$ cat src/rtl/video_sync_shift.sv
// Sync re-centring stage: delays pixel/blank by one ce_pix and regenerates HSYNC/VSYNC
// with signed offsets once each axis has learned a stable sync geometry.

module video_sync_shift_axis #(
  parameter int CW      = 9,
  parameter int MIN_GAP = 1
) (
  input  logic       clk_i,
  input  logic       rst_ni,
  input  logic       ce_i,
  input  logic       step_i,
  input  logic       boundary_i,
  input  logic       blank_fall_i,
  input  logic       off_strobe_i,
  input  logic [3:0] off_i,
  input  logic       sync_n_i,
  output logic       sync_n_o,
  output logic       lock_o
);

  typedef enum logic {LEARN = 1'b0, LOCK = 1'b1} state_t;

  localparam logic [CW-1:0]        CNT_MAX = '1;
  localparam logic signed [CW+1:0] GAP     = (CW+2)'(MIN_GAP);

  state_t        state_q, state_d;
  logic [CW-1:0] cnt_q, cnt_d;
  logic [CW-1:0] s_acc_q, s_acc_d, w_acc_q, w_acc_d, b_acc_q, b_acc_d;
  logic [CW-1:0] s_ref_q, s_ref_d, w_ref_q, w_ref_d, b_ref_q, b_ref_d;
  logic          edge_q, edge_d, sat_q, sat_d;
  logic          started_q, started_d, ref_valid_q, ref_valid_d;
  logic          sync_prev_q, sync_n_q, sync_n_d;
  logic [3:0]    off_q, off_d;
  logic          sync_fall, period_ok, match, shift_sel, no_room, in_win;
  logic signed [CW+1:0] t_raw, t_hi, t_sel, s_s, w_s, b_s, cnt_s;

  assign sync_fall = sync_prev_q & ~sync_n_i;
  assign period_ok = started_q & edge_q & ~sat_q;
  assign match     = period_ok & ref_valid_q &
                     (s_acc_q == s_ref_q) & (w_acc_q == w_ref_q) & (b_acc_q == b_ref_q);

  // Measurement: the sample that opens a period belongs to the new period.
  always_comb begin
    cnt_d       = cnt_q;
    s_acc_d     = s_acc_q;
    w_acc_d     = w_acc_q;
    b_acc_d     = b_acc_q;
    s_ref_d     = s_ref_q;
    w_ref_d     = w_ref_q;
    b_ref_d     = b_ref_q;
    edge_d      = edge_q;
    sat_d       = sat_q;
    started_d   = started_q;
    ref_valid_d = ref_valid_q;
    if (boundary_i) begin
      cnt_d       = '0;
      s_ref_d     = s_acc_q;
      w_ref_d     = w_acc_q;
      b_ref_d     = b_acc_q;
      ref_valid_d = period_ok;
      started_d   = 1'b1;
      s_acc_d     = '0;
      w_acc_d     = '0;
      b_acc_d     = '0;
      edge_d      = 1'b0;
      sat_d       = 1'b0;
    end else if (step_i) begin
      if (cnt_q == CNT_MAX) sat_d = 1'b1;
      else                  cnt_d = cnt_q + 1'b1;
    end
    if (sync_fall) begin
      s_acc_d = cnt_d;
      edge_d  = 1'b1;
    end
    if (step_i && !sync_n_i && (w_acc_d != CNT_MAX)) w_acc_d = w_acc_d + 1'b1;
    if (blank_fall_i) b_acc_d = cnt_d;
  end

  always_ff @(posedge clk_i or negedge rst_ni) begin
    if (!rst_ni) begin
      cnt_q       <= '0;
      s_acc_q     <= '0;
      w_acc_q     <= '0;
      b_acc_q     <= '0;
      s_ref_q     <= '0;
      w_ref_q     <= '0;
      b_ref_q     <= '0;
      edge_q      <= 1'b0;
      sat_q       <= 1'b0;
      started_q   <= 1'b0;
      ref_valid_q <= 1'b0;
      sync_prev_q <= 1'b1;
      sync_n_q    <= 1'b1;
      off_q       <= '0;
    end else if (ce_i) begin
      cnt_q       <= cnt_d;
      s_acc_q     <= s_acc_d;
      w_acc_q     <= w_acc_d;
      b_acc_q     <= b_acc_d;
      s_ref_q     <= s_ref_d;
      w_ref_q     <= w_ref_d;
      b_ref_q     <= b_ref_d;
      edge_q      <= edge_d;
      sat_q       <= sat_d;
      started_q   <= started_d;
      ref_valid_q <= ref_valid_d;
      sync_prev_q <= sync_n_i;
      sync_n_q    <= sync_n_d;
      off_q       <= off_d;
    end
  end

  // Mode FSM: state register, next state, output select.
  always_ff @(posedge clk_i or negedge rst_ni) begin
    if (!rst_ni)   state_q <= LEARN;
    else if (ce_i) state_q <= state_d;
  end

  always_comb begin
    state_d = state_q;
    if (boundary_i) state_d = match ? LOCK : LEARN;
  end

  // The new mode applies from the boundary sample itself, so a switch never cuts a pulse.
  always_comb begin
    shift_sel = (state_d == LOCK);
  end

  // Shifted window from the previous period's geometry and the offset latched at the boundary.
  assign off_d = off_strobe_i ? off_i : off_q;
  assign s_s   = {2'b00, s_ref_d};
  assign w_s   = {2'b00, w_ref_d};
  assign b_s   = {2'b00, b_ref_d};
  assign cnt_s = {2'b00, cnt_d};
  assign t_raw = s_s + {{(CW-2){off_d[3]}}, off_d};
  assign t_hi  = b_s - w_s - GAP;
  assign no_room = b_s < (w_s + GAP + GAP);

  always_comb begin
    t_sel = t_raw;
    if (no_room)          t_sel = s_s;
    else if (t_raw < GAP) t_sel = GAP;
    else if (t_raw > t_hi) t_sel = t_hi;
  end

  assign in_win   = (cnt_s >= t_sel) && (cnt_s < (t_sel + w_s));
  assign sync_n_d = shift_sel ? ~in_win : sync_n_i;
  assign sync_n_o = sync_n_q;
  assign lock_o   = shift_sel;

endmodule

module video_sync_shift #(
  parameter int HCW     = 9,
  parameter int VCW     = 9,
  parameter int MIN_GAP = 1
) (
  input  logic        clk_sys,
  input  logic        reset_n,
  input  logic        ce_pix,
  input  logic [3:0]  h_off,
  input  logic [3:0]  v_off,
  input  logic [11:0] rgb_in,
  input  logic        hblank_in,
  input  logic        vblank_in,
  input  logic        hsync_n_in,
  input  logic        vsync_n_in,
  output logic [11:0] rgb_out,
  output logic        hblank_out,
  output logic        vblank_out,
  output logic        hsync_n_out,
  output logic        vsync_n_out,
  output logic        locked
);

  logic [11:0] rgb_q;
  logic        hblank_q, vblank_q, locked_q;
  logic        hblank_prev_q, vblank_prev_q, vb_pend_q, vb_pend_d;
  logic        hb_rise, hb_fall, vb_rise, vb_fall, frame_start;
  logic [1:0]  step_a, boundary_a, blank_fall_a, off_strobe_a, sync_in_a, sync_out_a, lock_a;
  logic [3:0]  off_a [2];

  assign hb_rise = ce_pix & hblank_in & ~hblank_prev_q;
  assign hb_fall = ce_pix & ~hblank_in & hblank_prev_q;
  assign vb_rise = ce_pix & vblank_in & ~vblank_prev_q;
  assign vb_fall = ce_pix & ~vblank_in & vblank_prev_q;
  // A frame starts on the line start coincident with, or first after, the vblank rise.
  assign frame_start = hb_rise & (vb_pend_q | vb_rise);

  always_comb begin
    vb_pend_d = vb_pend_q;
    if (frame_start)  vb_pend_d = 1'b0;
    else if (vb_rise) vb_pend_d = 1'b1;
  end

  always_ff @(posedge clk_sys or negedge reset_n) begin
    if (!reset_n) begin
      rgb_q         <= '0;
      hblank_q      <= 1'b1;
      vblank_q      <= 1'b1;
      locked_q      <= 1'b0;
      hblank_prev_q <= 1'b0;
      vblank_prev_q <= 1'b0;
      vb_pend_q     <= 1'b0;
    end else if (ce_pix) begin
      rgb_q         <= rgb_in;
      hblank_q      <= hblank_in;
      vblank_q      <= vblank_in;
      locked_q      <= lock_a[0] & lock_a[1];
      hblank_prev_q <= hblank_in;
      vblank_prev_q <= vblank_in;
      vb_pend_q     <= vb_pend_d;
    end
  end

  // Index 0 is the horizontal axis (pixel units), index 1 the vertical axis (line units).
  assign step_a       = {hb_rise, ce_pix};
  assign boundary_a   = {frame_start, hb_rise};
  assign blank_fall_a = {vb_fall, hb_fall};
  assign off_strobe_a = {vb_rise, hb_rise};
  assign sync_in_a    = {vsync_n_in, hsync_n_in};
  assign off_a[0]     = h_off;
  assign off_a[1]     = v_off;

  genvar gi;
  generate
    for (gi = 0; gi < 2; gi++) begin : g_axis
      localparam int CW = (gi == 0) ? HCW : VCW;
      video_sync_shift_axis #(
        .CW      (CW),
        .MIN_GAP (MIN_GAP)
      ) u_axis (
        .clk_i        (clk_sys),
        .rst_ni       (reset_n),
        .ce_i         (ce_pix),
        .step_i       (step_a[gi]),
        .boundary_i   (boundary_a[gi]),
        .blank_fall_i (blank_fall_a[gi]),
        .off_strobe_i (off_strobe_a[gi]),
        .off_i        (off_a[gi]),
        .sync_n_i     (sync_in_a[gi]),
        .sync_n_o     (sync_out_a[gi]),
        .lock_o       (lock_a[gi])
      );
    end
  endgenerate

  assign rgb_out     = rgb_q;
  assign hblank_out  = hblank_q;
  assign vblank_out  = vblank_q;
  assign hsync_n_out = sync_out_a[0];
  assign vsync_n_out = sync_out_a[1];
  assign locked      = locked_q;

endmodule

$ cat config.mk
export PLATFORM = sky130hd
export DESIGN_NAME = video_sync_shift
export DESIGN_NICKNAME = d
export VERILOG_FILES = /design/src/rtl/video_sync_shift.sv
export SDC_FILE = /design/constraint.sdc
export NUM_CORES = 1
export LEC_CHECK = 0
export BUFFER_PORTS_ARGS = -buffer_cell sky130_fd_sc_hd__buf_2
export CAP_MARGIN = 15
export CORE_UTILIZATION = 52
export CTS_BUF_LIST = sky130_fd_sc_hd__clkbuf_8
export DETAILED_ROUTE_END_ITERATION = 10
export PLACE_DENSITY = 0.69
export SETUP_SLACK_MARGIN = 0.4
export SYNTH_ARGS = -nofsm -noshare
export SYNTH_HDL_FRONTEND = slang
export SYNTH_SLANG_ARGS = --single-unit
$ cat constraint.sdc
create_clock -name clk_sys -period 29.4 [get_ports clk_sys]
set_input_delay 4.41 -clock clk_sys [delete_from_list [all_inputs] [get_ports clk_sys]]
set_output_delay 4.41 -clock clk_sys [all_outputs]
set_load 0.05 [all_outputs]
==> results of run 1 <==
## cell families after synthesis
family          count (synthesis)  share of synthesized area
fa+ha+maj                     148                     0.1368
buf+inv                       184                    0.05292
xor+xnor                      154                    0.09870
flops                         166                     0.3045
compound gates                336                     0.1625
mux                            68                    0.05429
simple gates                  550                     0.1903
## metal layers
| layer | up-vias | share of wire |
|---|---|---|
| li1 | 5639 | - |
| met1 | 5461 | 0.44 |
| met2 | 213 | 0.51 |
| met3 | 41 | 0.031 |
| met4 | 0 | 0.017 |
| met5 | - | 0 |
## registers in the layout, indices dropped and copies added (netlist names), 8 cells and up
| name | count |
|---|---|
| g_axis.u_axis.b_acc_q | 18 |
| g_axis.u_axis.off_q | 8 |
| g_axis.u_axis.b_ref_q | 18 |
| g_axis.u_axis.w_acc_q | 18 |
| g_axis.u_axis.s_acc_q | 18 |
| g_axis.u_axis.cnt_q | 18 |
| g_axis.u_axis.s_ref_q | 18 |
| g_axis.u_axis.w_ref_q | 18 |
| rgb_out | 12 |
## cell usage after synthesis, types with 4 or more instances
master,number
mux2i_1,32
dfstp_2,6
a21oi_1,58
and2_1,14
buf_2,5
mux2_2,33
inv_1,123
nand2b_1,14
clkbuf_1,40
o21bai_1,10
o22a_1,8
and4_1,8
a311oi_1,5
a211o_1,4
nor3_1,33
a211oi_1,11
a31oi_1,9
a22o_1,9
dfrtp_1,160
and3_1,12
nor2b_1,23
or3_1,12
xor2_1,77
a21o_1,31
nor2_1,94
nand4_1,24
fa_1,5
o211ai_1,16
o22ai_1,11
a2111oi_0,5
nor4_1,10
o31ai_1,5
or2_2,9
xnor2_1,77
ha_1,135
buf_1,10
nand3_1,49
o21ai_0,93
maj3_1,8
nand2_1,229
o21a_1,25
## cell type report
class	count	area, sq um
clock inverter	15	200.2
inverter	125	469.2
fill	2322	10910
clock buffer	17	234.0
timing repair buffer	53	296.5
sequential	166	4161
tap	330	412.9
multi-input combinational	1256	8791
## report_power, final
part	leakage, nW	switching (mW)	total [mW]	internal [mW]
registers	2.20	0.0370	0.298	0.261
logic	5.11	0.570	0.983	0.413
clock network	0.211	0.103	0.177	0.0740
total	7.51	0.710	1.46	0.749
## through the flow
stage                     power (mW)  setup WS (ns)  hold slack [ns]
after floorplan                1.051          15.93           0.4348
after global placement         1.251          15.41           0.4537
after global routing           1.587          14.65           0.4911
after CTS                      1.455          15.66           0.4803
after detailed placement       1.269          15.21           0.4564
final                          1.458          15.47           0.4808
## worst reg2reg max path: cells and delay by family, from the launching register on
kind | cells | cell delay (ns)
compound gates | 20 | 3.95
fa+ha+maj | 7 | 1.89
simple gates | 7 | 1.81
buf+inv | 2 | 0.58
mux | 2 | 0.56
xor+xnor | 2 | 0.54
flops | 1 | 0.42
## worst paths after layout
path | from | depth (start not counted) | endpoint
max in group asynchronous | reset_n | 2 | g_axis[1].u_axis.w_acc_q[5]$_DFFE_PN0P_
setup / recovery | ce_pix | 41 | g_axis[1].u_axis.sync_n_o$_DFFE_PN1P_
hold reg to reg | g_axis[1].u_axis.started_q$_DFFE_PN0P_ | 1 | g_axis[1].u_axis.started_q$_DFFE_PN0P_
hold / removal | g_axis[1].u_axis.started_q$_DFFE_PN0P_ | 1 | g_axis[1].u_axis.started_q$_DFFE_PN0P_
setup reg to reg | hblank_prev_q$_DFFE_PN0P_ | 40 | g_axis[1].u_axis.sync_n_o$_DFFE_PN1P_
min in group asynchronous | reset_n | 1 | rgb_out[6]$_DFFE_PN0P_
==> results.md, run 1 <==
* Max-slew violations at 0
* Antenna viol nets, final at 0
* Inserted Clock Buffers at 17
* Synthesized Nets at 1773
* Mapped Area at 0.01367 sq mm
* Final worst path period share at 0.4740
* Slew @ Worst Pin at 1.010 ns
* Type of origin of the critical path: input pin
* Router iterations before antenna repair at 6
* Share of cells above drive strength 1 at 0.09559
* DR vias/cell at 5.787
* DRC violations left at 0
* Slew margin rel. at 0.3266
* CTS tree: built
* Predominant post-synthesis flop cell: dfrtp_1
* Wirelength, routed at 34.51 mm
* Layout Nets at 1786
* PwrDens at 100.1 mW/mm^2
* Rows at 58
* Placed cell areas at 0.01413 sq mm
* Finished Layout Cells at 1962
* FF+latch count, synth at 166
* Routed WL per cell at 17.59 microns
* Clock latency on the worst-skew pair at 0.48 ns
* GRT Total Usage at 0.2662
* Post-Route Skew at 0.02649 ns
* Most used cell, CP: ha_1
* Number of flops mapped to enable cells by yosys at 0
* Yosys warning count at 0
* GR Layer Usage met2 at 0.4816
* Area share of the largest cell type after synthesis at 0.2930
* Area grow syn2layout at 6.583%
* Max Freq at 71.77 MHz
* Via count at 11.35k
* First-pass GRT wire length at 56.11 mm
* RSZ-0062 raised after global routing: false
* Die X at 164.1 microns
* Fin area at 0.01457 sq mm
* Status: completed
* Die area at 0.02693 sq mm
* Final HPWL DP at 27.17 mm
* Mean area per synthesized cell at 8.509 sq um
* Unique cell type count in the Yosys netlist at 80
* Placed Cells at 1930
* Ports at 44
* Clock-pin slew on the worst setup and hold paths at 0.11 ns
* WP data required at 29.78 ns
* Seq/Total Area, Yosys at 0.3045
* Leak pwr at 7.514 nW
* Largest area contributor in the synthesized netlist: dfrtp_1
* Hold WC Path Type: register to register
* Vias in the first global route at 10.96k
* Setup tns final at 0 ns
* Initial antenna violation count at 0
* Met3 usage at 0.03409
* Initial Util at 0.5365
* R2r setup slk at 19.55 ns
* Core region area at 0.02547 sq mm
* Critical path's top delay family: compound AO/OA/AOI/OAI gates
* CP Capture Type: register
* Deepest clock path buffer count at 2
* Largest net degree at the start of global routing at 89
* Grt total ovfl at 0
* Synth top area cells: dfrtp_1 (29%), ha_1 (12%), nand2_1 (6.3%), xnor2_1 (4.9%), xor2_1 (4.9%)
* Routability cong. at 0.9537
* # clock sinks at 166
* Worst vdd ir at 109.4 uV
* Crit path buf inv count at 3
* H-tree levels at 4
* Max-cap violations at 0
* CP Max Fanout at 57
* Post-synth ARST share at 1.000
* Final Setup Violations at 0
* DR iter-0 viols at 711
* Final Hold Viols at 0
* Clock root buffer master: clkbuf_8
* CTS resizes at 0
* Cts hold-fix bufs at 0
* Die Span Y at 164.1 microns
* Slowest CP cell: buf_2
* CP arrival at 14.31 ns
* Most common cell after layout, fill and taps aside: nand2_1
* Min cycle time layout at 13.93 ns
* Mapped Cells at 1606
* Final core occ at 0.5718
* Setup CP Type: input pin to register
* Inserted Diodes at 0
* Most frequent cells in the layout: nand2_1 (229), dfrtp_1 (160), ha_1 (135)
* GRT met1 Usage at 0.3340
* Setup Buffers After CTS at 0
* CP peak stage delay at 0.51 ns
* PortBufs at 43
* Busiest layer in global routing: met2
Note: power is estimated with default switching activity, not from simulation.
==> run 2: changes to the inputs <==
- PLACE_DENSITY: 0.69 -> 0.71
- clock period: 29.4 -> 12.2 ns (I/O delays scaled with it)
==> results.md, run 2 (synthesized netlist as in run 1, its figures left out) <==
* Final Hold Viols at 0
* Setup CP Type: input pin to register
* Layout Nets at 1786
* CP Max Fanout at 17
* Die X at 164.1 microns
* Post-Route Skew at 0.01538 ns
* Routability cong. at 0.9457
* R2r setup slk at 2.63 ns
* Die Span Y at 164.1 microns
* Logic pwr share at 0.680
* Worst vdd ir at 289.6 uV
* Max Freq at 94.31 MHz
* Ports at 44
* Area grow syn2layout at 6.390%
* NetSw at 1.727 mW
* Vias in the first global route at 10.99k
* Routed WL per cell at 17.54 microns
* Hold WC Path Type: register to register
* Critical path's top delay family: compound AO/OA/AOI/OAI gates
* Final HPWL DP at 26.93 mm
* DRC violations left at 0
* Switch share at 0.4918
* Setup Buffers After CTS at 0
* Max-slew violations at 0
* CTS resizes at 0
* Most common cell after layout, fill and taps aside: nand2_1
* Deepest clock path buffer count at 2
* Slew margin rel. at 0.2678
* CP peak stage delay at 0.54 ns
* Router iterations before antenna repair at 7
* PwrDens at 241.6 mW/mm^2
* Initial antenna violation count at 0
* CP Capture Type: register
* Clock-pin slew on the worst setup and hold paths at 0.11 ns
* Min cycle time layout at 10.60 ns
* Clk pwr share at 0.115
* Most frequent cells in the layout: nand2_1 (229), dfrtp_1 (160), ha_1 (135)
* Clock root buffer master: clkbuf_8
* Inserted Clock Buffers at 17
* Cts hold-fix bufs at 0
* Grt total ovfl at 0
* Status: completed
* Final core occ at 0.5708
* Wirelength, routed at 34.41 mm
* Inserted Diodes at 0
* Setup tns final at 0 ns
* Sequential share of power at 0.205
* Pwr Total at 3.512 mW
* Leak pwr at 7.504 nW
* Rows at 58
* Final worst path period share at 0.8691
* DR vias/cell at 5.826
* CTS tree: built
* Clock latency on the worst-skew pair at 0.46 ns
* Slew @ Worst Pin at 1.090 ns
* Fin Hold WS at 0.4796 ns
* DR iter-0 viols at 756
* CP arrival at 10.99 ns
* WP data required at 12.58 ns
* Core region area at 0.02547 sq mm
* Via count at 11.43k
* H-tree levels at 4
* Crit path buf inv count at 3
* Largest net degree at the start of global routing at 98
* Int Power at 1.785 mW
* Share of cells above drive strength 1 at 0.09559
* Type of origin of the critical path: input pin
* Slowest CP cell: a211o_1
* First-pass GRT wire length at 55.95 mm
* PortBufs at 43
* Initial Util at 0.5365
* # clock sinks at 166
* Most used cell, CP: ha_1
* Antenna viol nets, final at 0
* Final Setup Violations at 0
* Max-cap violations at 0
* RSZ-0062 raised after global routing: false
* Die area at 0.02693 sq mm
* GRT Total Usage at 0.2666
-- run 2: final cells by class --
type                       instances  area [sq um]
clock inverter                    15         173.9
fill                            2287         10930
multi-input combinational       1256          8791
timing repair buffer              53         296.5
sequential                       166          4161
clock buffer                      17         234.0
inverter                         125         469.2
tap                              330         412.9
-- run 2: power groups by stage --
stage	registers (mW)	logic (mW)	clock network [mW]
floorplan	0.711	1.82	0
global placement	0.725	2.31	0
detailed placement	0.729	2.35	0
CTS	0.719	2.37	0.411
global route	0.730	2.66	0.434
finish	0.721	2.39	0.404
-- run 2: path summary, 6_finish.rpt --
check	startpoint	endpoint	depth (start not counted)
setup / recovery	hblank_in	g_axis[1].u_axis.sync_n_o$_DFFE_PN1P_	41
hold / removal	vblank_out$_DFFE_PN1P_	vblank_out$_DFFE_PN1P_	2
setup reg to reg	hblank_prev_q$_DFFE_PN0P_	g_axis[1].u_axis.sync_n_o$_DFFE_PN1P_	40
hold reg to reg	vblank_out$_DFFE_PN1P_	vblank_out$_DFFE_PN1P_	2
max in group asynchronous	reset_n	g_axis[1].u_axis.b_ref_q[0]$_DFFE_PN0P_	2
min in group asynchronous	reset_n	rgb_out[4]$_DFFE_PN0P_	1
-- run 2: through the flow --
stage | instance area (sq um) | std cells | setup slack [ns]
6_report | 14540 | 1962 | 1.596
5_1_grt | 14540 | 1962 | 0.9003
4_1_cts | 14540 | 1962 | 1.746
3_5_place_dp | 14130 | 1930 | 1.290
3_3_place_gp | 14130 | 1930 | 1.665
2_1_floorplan | 13670 | 1606 | 1.313
-- run 2: worst reg2reg max path: cells and delay by family (launching register included) --
kind / cells / cell delay (ns)
adders and majority gates: 7 / 1.93
buffers and inverters: 2 / 0.12
xor gates and xnor gates: 2 / 0.57
muxes: 2 / 0.45
AOI/OAI and AO/OA: 20 / 4.46
and+or+nand+nor: 7 / 1.60
DFF: 1 / 0.40
-- run 2: layer usage --
layer | track usage | routed length [microns] | share of wire | vias up
met4 | 0.07323 | 851 | 0.025 | 0
met2 | 0.4651 | 16850 | 0.49 | 269
met1 | 0.3464 | 15380 | 0.45 | 5475
li1 | - | - | - | 5640
met3 | 0.03207 | 1336 | 0.039 | 46
met5 | 0 | 0 | 0 | -
==> run 3: changes to the inputs <==
- ABC_AREA: not set -> 1
==> results.md, run 3 <==
* Post-Synth Simple-Gate Area at 0.2511
* Clk pwr share at 0.109
* Critical path's top delay family: simple AND/OR/NAND/NOR gates
* Cts hold-fix bufs at 0
* Mapped Cells at 1839
* Complex-gate fraction of the synthesized area at 0.1450
* Routed WL per cell at 15.98 microns
* Seq/Total Area, Yosys at 0.3047
* CTS resizes at 0
* Die Span Y at 164.1 microns
* Logic pwr share at 0.697
* Share of cells above drive strength 1 at 0.1039
* WP data required at 12.59 ns
* Initial antenna violation count at 0
* Max Freq at 100.6 MHz
* RSZ-0062 raised after global routing: false
* Wirelength, routed at 35.42 mm
* Initial Util at 0.5361
* Post-synth ARST share at 1.000
* Crit path buf inv count at 7
* Area share of the largest cell type after synthesis at 0.2932
* Hold WC Path Type: register to register
* Hold Startpoint: g_axis[1].u_axis.started_q$_DFFE_PN0P_
* CTS tree: built
* CP Capture Type: register
* Router iterations before antenna repair at 5
* Final HPWL DP at 28.20 mm
* Grt total ovfl at 0
* Ports at 44
* Most frequent cells in the layout: nand2_1 (424), inv_1 (261), dfrtp_1 (160)
* Setup CP Type: input pin to register
* Max-slew violations at 0
* Setup Buffers After CTS at 0
* Worst vdd ir at 348.9 uV
* Largest family of logic cells by synthesized area: simple AND/OR/NAND/NOR gates
* Slowest CP cell: buf_4
* Min cycle time layout at 9.943 ns
* Hold path depth at 2
* Deepest clock path buffer count at 2
* First-pass GRT wire length at 56.32 mm
* Hold Path End: g_axis[1].u_axis.started_q$_DFFE_PN0P_
* CP Max Fanout at 41
* FILL cells at 2440
* Core region area at 0.02547 sq mm
* Pwr Total at 3.774 mW
* Max-cap violations at 0
* Clock-pin slew on the worst setup and hold paths at 0.10 ns
* PwrDens at 258.7 mW/mm^2
* Mapped Area at 0.01366 sq mm
* Routability cong. at 0.9557
* Slew @ Worst Pin at 0.8552 ns
* Top post-synthesis cells by count: nand2_1 (424), inv_1 (261), dfrtp_1 (160)
* Die X at 164.1 microns
* Largest net degree at the start of global routing at 117
* Number of flops mapped to enable cells by yosys at 0
* Yosys warning count at 0
* DR iter-0 viols at 844
* Layout Nets at 2040
* Mean area per synthesized cell at 7.426 sq um
* R2r setup slk at 3.82 ns
* Leak pwr at 7.612 nW
* Inserted Diodes at 0
* Predominant post-synthesis flop cell: dfrtp_1
* GRT Total Usage at 0.2691
* Largest area contributor in the synthesized netlist: dfrtp_1
* Sequential share of power at 0.194
* Most used cell, CP: nand2_1
* Final worst path period share at 0.8150
* FF+latch count, synth at 166
* H-tree levels at 4
* Xor and xnor area share after synthesis at 0.06835
* Final Setup Violations at 0
* Switch share at 0.5328
* Inserted Clock Buffers at 17
* Crit path depth at 50
* NetSw at 2.011 mW
* Die area at 0.02691 sq mm
* Vias in the first global route at 11.30k
* DR vias/cell at 5.467
* Antenna viol nets, final at 0
* Area grow syn2layout at 6.844%
* CP arrival at 10.33 ns
* Status: completed
* PortBufs at 43
* Post-synthesis mux area share at 0.006597
* R2R depth at 48
* Clock latency on the worst-skew pair at 0.47 ns
* Unique cell type count in the Yosys netlist at 59
* Setup tns final at 0 ns
* CP peak stage delay at 0.52 ns
* Clock root buffer master: clkbuf_8
* Synthesized Nets at 2006
* Type of origin of the critical path: input pin
* Launching point of the worst reg2reg path: hblank_prev_q$_DFFE_PN0P_
* Area share of fa/ha/maj cells after synthesis at 0.1310
* Most numerous cell in the Yosys netlist: nand2_1
* Most common cell after layout, fill and taps aside: nand2_1
* Final Hold Viols at 0
* Int Power at 1.763 mW
* R2R Path End: g_axis[0].u_axis.sync_n_o$_DFFE_PN1P_
* DRC violations left at 0
* Post-Route Skew at 0.02059 ns
* Synth top area cells: dfrtp_1 (29%), ha_1 (12%), nand2_1 (12%), inv_1 (7.2%), xor2_1 (4.7%)
* Rows at 58
* # clock sinks at 166
* Slew margin rel. at 0.4238
* Via count at 12.12k
run 3: cell count changes in the layout (fill, tap and decap cells not counted), sizes merged, moves of 25 or more:
| cell | delta |
|---|---|
| a21o | -25 |
| a21oi | +26 |
| inv | +155 |
| mux2 | -25 |
| mux2i | -35 |
| nand2 | +225 |
| nand3 | +42 |
| nor2 | +26 |
| o21ai | +46 |
| o22ai | +38 |
| xnor2 | -50 |
run 3: metal layers:
layer / part of all wire / wire, microns / up-vias / global-route usage
met5: 0 / 0 / - / 0
met1: 0.43 / 15260 / 5616 / 0.3339
met3: 0.037 / 1302 / 63 / 0.03283
met2: 0.50 / 17760 / 279 / 0.4811
li1: - / - / 6157 / -
met4: 0.031 / 1099 / 0 / 0.09007
run 3: layout make-up:
class | instances | area (sq um) | area share
clock inverter | 15 | 180.2 | 0.01235
tap | 330 | 412.9 | 0.02830
multi-input combinational | 1351 | 8223 | 0.5636
timing repair buffer | 52 | 309.0 | 0.02118
sequential | 166 | 4161 | 0.2852
clock buffer | 17 | 234.0 | 0.01604
inverter | 285 | 1070 | 0.07332
run 3: tightest hold or removal path: stages, from the launching register on:
cell     delay, ns
dfrtp_1       0.34
inv_1         0.05
nand2_1       0.06
run 3: worst max-delay path by stage:
stage / endpoint / startpoint
4_1_cts: g_axis[0].u_axis.sync_n_o$_DFFE_PN1P_ / ce_pix
3_5_place_dp: g_axis[0].u_axis.sync_n_o$_DFFE_PN1P_ / ce_pix
3_3_place_gp: g_axis[0].u_axis.sync_n_o$_DFFE_PN1P_ / ce_pix
5_1_grt: g_axis[0].u_axis.sync_n_o$_DFFE_PN1P_ / ce_pix
6_report: g_axis[0].u_axis.sync_n_o$_DFFE_PN1P_ / ce_pix
2_1_floorplan: g_axis[0].u_axis.sync_n_o$_DFFE_PN1P_ / hblank_in
run 3: power by group through the flow:
| stage | registers (mW) | logic (mW) | clock network (mW) |
|---|---|---|---|
| floorplan | 0.734 | 2.02 | 0 |
| global placement | 0.736 | 2.55 | 0 |
| detailed placement | 0.737 | 2.60 | 0 |
| CTS | 0.728 | 2.61 | 0.418 |
| global route | 0.740 | 2.96 | 0.444 |
| finish | 0.730 | 2.63 | 0.413 |
run 3: logic make-up (layout without fill, tap and decap cells):
| group | after synthesis | in the layout |
|---|---|---|
| adder cells (fa/ha/maj) | 140 | 140 |
| AND/OR/NAND/NOR | 760 | 760 |
| flip-flops | 166 | 166 |
| AO/OA/AOI/OAI | 339 | 339 |
| multiplexers | 8 | 8 |
| XOR/XNOR | 104 | 104 |
| buffers and inverters | 322 | 369 |
run 3: stage by stage:
| step | instance area, sq um | worst slack (ns) | cells | utilization | hold slack (ns) |
|---|---|---|---|---|---|
| 2_1_floorplan | 13660 | 2.878 | 1839 | - | 0.4223 |
| 3_3_place_gp | 14150 | 2.240 | 2183 | 0.5555 | 0.4353 |
| 3_5_place_dp | 14150 | 1.896 | 2183 | 0.5555 | 0.4484 |
| 4_1_cts | 14560 | 2.349 | 2215 | 0.5717 | 0.4713 |
| 5_1_grt | 14590 | 1.323 | 2216 | 0.5728 | 0.4940 |
| 6_report | 14590 | 2.257 | 2216 | 0.5728 | 0.4660 |
